`src/rtl/fpu_subnorm_normalizer.sv`:
```
// Subnormal operand normalizer placed after the FPU operand unpacker.
// Subnormal significands are shifted left by up to STEP bits per cycle until
// the implicit-bit position holds a 1, and the exponent is reduced to match.
// Every other operand class is registered and presented after one cycle.
module fpu_subnorm_normalizer #(
    parameter int NE   = 11,
    parameter int NF   = 52,
    parameter int STEP = 4,
    parameter int SW   = $clog2(NF + 1)
) (
    input  logic          clk,
    input  logic          reset_n,
    input  logic          Flush,
    input  logic          InValid,
    output logic          InReady,
    input  logic          InSgn,
    input  logic [NE-1:0] InExp,
    input  logic [NF:0]   InMan,
    input  logic          InSubnorm,
    input  logic          InZero,
    input  logic          InInf,
    input  logic          InNaN,
    input  logic          InSNaN,
    output logic          OutValid,
    input  logic          OutReady,
    output logic          OutSgn,
    output logic [NE:0]   OutExp,
    output logic [NF:0]   OutMan,
    output logic [SW-1:0] OutShift,
    output logic          OutSubnorm,
    output logic          OutZero,
    output logic          OutInf,
    output logic          OutNaN,
    output logic          OutSNaN
);

    typedef enum logic [1:0] {
        S_IDLE  = 2'd0,
        S_SHIFT = 2'd1,
        S_DONE  = 2'd2
    } state_t;

    state_t                r_state;
    logic                  r_valid;
    logic                  r_sgn;
    logic signed [NE:0]    r_exp;
    logic [NF:0]           r_man;
    logic [SW-1:0]         r_shift;
    logic                  r_subnorm;
    logic                  r_zero;
    logic                  r_inf;
    logic                  r_nan;
    logic                  r_snan;

    logic                  w_in_ready;
    logic                  w_accept;
    logic                  w_needs_shift;
    logic [SW-1:0]         w_k;
    logic signed [NE:0]    w_k_ext;
    logic [NF:0]           w_man_shl;
    logic signed [NE:0]    w_exp_dec;

    // Leading zeros within the top STEP significand bits, saturating at STEP
    // when the whole window is zero.
    function automatic logic [SW-1:0] f_window_lz(input logic [NF:0] man);
        logic [SW-1:0] cnt;
        logic          found;
        cnt   = SW'(STEP);
        found = 1'b0;
        for (int i = 0; i < STEP; i++) begin
            if (!found && man[NF-i]) begin
                cnt   = SW'(i);
                found = 1'b1;
            end
        end
        return cnt;
    endfunction

    // Handshake decode and the per-cycle shift step.
    always_comb begin
        w_in_ready    = reset_n & ~Flush &
                        ((r_state == S_IDLE) | ((r_state == S_DONE) & OutReady));
        w_accept      = InValid & w_in_ready;
        // A zero-significand subnormal would never normalize; it bypasses SHIFT.
        w_needs_shift = InSubnorm & (InMan != '0);
        w_k           = f_window_lz(r_man);
        w_k_ext       = (NE + 1)'(w_k);
        w_man_shl     = r_man << w_k;
        w_exp_dec     = r_exp - w_k_ext;
    end

    // Control FSM and operand registers; Flush outranks accept, shift and output.
    always_ff @(posedge clk or negedge reset_n) begin
        if (!reset_n) begin
            r_state   <= S_IDLE;
            r_valid   <= 1'b0;
            r_sgn     <= 1'b0;
            r_exp     <= '0;
            r_man     <= '0;
            r_shift   <= '0;
            r_subnorm <= 1'b0;
            r_zero    <= 1'b0;
            r_inf     <= 1'b0;
            r_nan     <= 1'b0;
            r_snan    <= 1'b0;
        end else if (Flush) begin
            r_state <= S_IDLE;
            r_valid <= 1'b0;
        end else if (w_accept) begin
            r_sgn     <= InSgn;
            r_exp     <= {1'b0, InExp};
            r_man     <= InMan;
            r_shift   <= '0;
            r_subnorm <= InSubnorm;
            r_zero    <= InZero;
            r_inf     <= InInf;
            r_nan     <= InNaN;
            r_snan    <= InSNaN;
            r_state   <= w_needs_shift ? S_SHIFT : S_DONE;
            r_valid   <= ~w_needs_shift;
        end else begin
            case (r_state)
                S_SHIFT: begin
                    r_man   <= w_man_shl;
                    r_exp   <= w_exp_dec;
                    r_shift <= r_shift + w_k;
                    if (w_man_shl[NF]) begin
                        r_state <= S_DONE;
                        r_valid <= 1'b1;
                    end
                end
                S_DONE: begin
                    if (OutReady) begin
                        r_state <= S_IDLE;
                        r_valid <= 1'b0;
                    end
                end
                default: begin
                    r_state <= S_IDLE;
                    r_valid <= 1'b0;
                end
            endcase
        end
    end

    assign InReady    = w_in_ready;
    assign OutValid   = r_valid;
    assign OutSgn     = r_sgn;
    assign OutExp     = r_exp;
    assign OutMan     = r_man;
    assign OutShift   = r_shift;
    assign OutSubnorm = r_subnorm;
    assign OutZero    = r_zero;
    assign OutInf     = r_inf;
    assign OutNaN     = r_nan;
    assign OutSNaN    = r_snan;

endmodule

```
`config.mk`:
```
export PLATFORM = sky130hd
export DESIGN_NAME = fpu_subnorm_normalizer
export DESIGN_NICKNAME = d
export VERILOG_FILES = /design/src/rtl/fpu_subnorm_normalizer.sv
export SDC_FILE = /design/constraint.sdc
export NUM_CORES = 1
export LEC_CHECK = 0
export BUFFER_PORTS_ARGS = -buffer_cell sky130_fd_sc_hd__clkbuf_2
export CAP_MARGIN = 10
export CORE_MARGIN = 4
export CORE_UTILIZATION = 52
export CTS_CLUSTER_SIZE = 8
export DETAILED_ROUTE_END_ITERATION = 8
export PLACE_DENSITY_LB_ADDON = 0.15
export SYNTH_ARGS = -nofsm -noshare
export SYNTH_HDL_FRONTEND = slang
export SYNTH_SLANG_ARGS = --single-unit
```
`constraint.sdc`:
```
create_clock -name clk -period 3.85 [get_ports clk]
set_clock_uncertainty 0.2 [all_clocks]
set_input_delay 0 -clock clk [delete_from_list [all_inputs] [get_ports clk]]
set_output_delay 0 -clock clk [all_outputs]
set_load 0.03 [all_outputs]
```
==> flow_summary.ini <==
[detailed_routing]
drtIter0Drc = 509
vias = 5629
postRouteWirelength_um = 18000
ant_nets = 0
drt-wirelength-per-cell_um = 20.1
via_per_inst = 6.31
drt_first_pass_iters = 6
drc = 0

[timing]
clock.fmax_mhz = 317
relSlewSlack_pct = 30.9
fin_tns_setup_ns = 0
finalSetupViolCount = 0
rsz0062_at_grt = no
slew_violations = 0
tightest_slew_ns = 1.04
finalHoldViolations = 0
fin_crit_sh_pct = 81.9
whs_ns = 0.104
fin_crit_ns = 3.15

[global_routing]
grt_pass1_wl_um = 28800
antenna_found_initial = 0
grt_use_total_pct = 31.5
grt_remaining_overflow = 0
grt_pass1_vias = 5697
grt_max_degree = 80

[critical_path]
reg2regPathDepth = 5
required_ns = 3.95
timing.rr.start = r_state[1]
cp_slowest_cell = or4_2
critical_path_class = reg -> reg
arrival_ns = 3.25
end_kind = register
cp_max_fo = 43
cp_slowest_stage_delay_ns = 0.97
cp-start-kind = register
path_cells = nor2b_1 -> or4_2 -> buf_4 -> a311oi_1 -> dlygate4sd3_1
r2r-end = r_state[1]
r2r_slack_ns = 0.70

[worst_hold_path]
hp-class = in -> reg
worstHoldStart = InValid
hold_end = OutExp[9]
min_path_cells = 6

[placement]
gp_congestion = 0.918
dp_hpwl_um = 11500
placed_area_mm2 = 0.00592
port_buffers = 153

[final_layout]
multiInputGateArea_mm2 = 0.00288
fill_cells = 753
antennaDiodeCount = 0
syn2layout_area_growth_pct = 35.0
fin_nets = 839
design_area_mm2 = 0.00685
drive_gt1_share_pct = 27.8
seq_area_mm2 = 0.00198

[floorplanning]
ios = 154
dieArea_mm2 = 0.0114
fp.dieW_um = 107
fp.dieH_um = 107
num_rows = 35
core_area_mm2 = 0.00937
initial_core_util_pct = 54.1

[clocking]
cts_buffers = 9
clock_latency_ns = 0.37
cts_repair_resize_count = 0
root_buffer = clkbuf_8
htree_num_levels = 3
cts_buffer_depth = 2
path_clk_slew_ns = 0.10
cts_tree = done
cts_sinks = 79
cts_setup_buffers = 0

[logic_synthesis]
synth-edff-count = 0
synth_top_cell_area_share_pct = 39.0
ys_seq_elements = 79
syn_inst = 547
synth.largest_area_cell = dfrtp_1
yosysMostFrequentCell = dfrtp_1
yosys-top-cells-area = dfrtp_1 (39%), mux2i_1 (7.9%), nand2_1 (5.2%), o22ai_1 (4.8%), a21oi_1 (4.2%)
syn_area_mm2 = 0.00507
postSynthAreaPerCell_um2 = 9.27
synth_flop_cell = dfrtp_1
yosysSeqAreaShare_pct = 39.0
async_flop_share_pct = 100
syn_nets = 628
netlist_top_cells_count = dfrtp_1 (79), nand2_1 (70), a21oi_1 (43)
ys_types = 63
yosys_warnings = 0

[status]
status = finished clean

[power]
power_frac_clock_pct = 17.4
p_leak_nw = 3.05
p_switching_mw = 1.67
vdd_drop_max_mv = 0.296
totalPowerFinal_mw = 3.63
switching_share_pct = 46.1
power_density_mw_per_mm2 = 531
seq_power_share_pct = 35.8
p_int_mw = 1.96
combinationalPowerShare_pct = 46.8

[flow_run]
drv_cap = 0
-- how the worst max path moves through the flow --
stage               startpoint    endpoint  slack, ns  cells past startpoint
floorplan           OutMan[51]   OutExp[5]       0.86                     11
global placement    OutMan[52]   OutExp[5]       0.91                      7
detailed placement  OutMan[52]   OutExp[5]       0.78                      7
CTS                 r_state[1]  r_state[1]       0.74                      5
global route        r_state[1]  r_state[1]       0.55                      5
finish              r_state[1]  r_state[1]       0.70                      5
-- worst max-delay path: cells and delay by family (launching register included) --
family | cells | cell delay [ns]
buf+inv | 2 | 0.99
flops | 1 | 0.42
simple gates | 2 | 1.18
compound gates | 1 | 0.27
-- through the flow --
step                worst slack [ns]  cells  utilization, %
CTS                            0.743    892            73.1
floorplan                      0.857    547               -
finish                         0.697    892            73.1
global route                   0.555    892            73.1
global placement               0.907    803            63.2
detailed placement             0.777    803            63.2
-- cell families after synthesis --
family                     Yosys count  share of synthesized area (%)
adders and majority gates            6                           1.48
and+or+nand+nor                    166                           16.2
buffers and inverters               48                           4.44
muxes                               50                           10.6
DFF                                 79                           39.0
xor gates and xnor gates             8                           1.38
AOI/OAI and AO/OA                  190                           26.9
-- timing repair --
action	in CTS	in global routing
hold buffers	73	0
endpoints found under the setup margin	0	0
hold endpoints to repair	151	0
-- registers in the layout, indices dropped and copies added (netlist names) --
register,count
OutShift,6
OutInf,1
OutNaN,1
r_state,2
OutSNaN,1
OutSgn,1
OutSubnorm,1
OutZero,1
OutExp,12
OutMan,53
-- routing by layer --
metal	global-route usage, %	routed length, µm	vias to the layer above
met4	14.2	716	0
li1	-	-	2536
met5	0	0	-
met1	40.9	7440	2700
met3	6.20	1510	74
met2	50.9	8300	319
-- power groups by stage --
stage	Sequential (mW)	Combinational (mW)	Clock, mW
after floorplan	1.58	0.835	0
after global placement	1.29	1.60	0
after detailed placement	1.30	1.61	0
after CTS	1.28	1.68	0.639
after global routing	1.33	1.81	0.680
final	1.30	1.70	0.634
-- layout by cell type (no fill, tap or decap), types with 8 or more instances in the layout --
| cell | n |
|---|---|
| inv_1 | 8 |
| a21oi_1 | 43 |
| nor3_1 | 11 |
| o22ai_1 | 39 |
| nand2_1 | 70 |
| clkbuf_2 | 152 |
| dlygate4sd3_1 | 73 |
| nor4_1 | 15 |
| dfrtp_1 | 79 |
| buf_4 | 15 |
| mux2_2 | 8 |
| o211ai_1 | 10 |
| mux2i_1 | 40 |
| o211a_1 | 21 |
| o21ai_0 | 14 |
| clkbuf_8 | 9 |
| nor2_1 | 24 |
-- cell type report --
cell class / instances / area share, %
clock buffers: 9 / 1.81
clock inverters: 7 / 1.04
inverters: 8 / 0.439
multi-input cells: 420 / 42.1
flip-flops and latches: 79 / 28.9
well taps: 129 / 2.36
repair buffers: 240 / 23.4
Power figures use the tool's default switching activity.
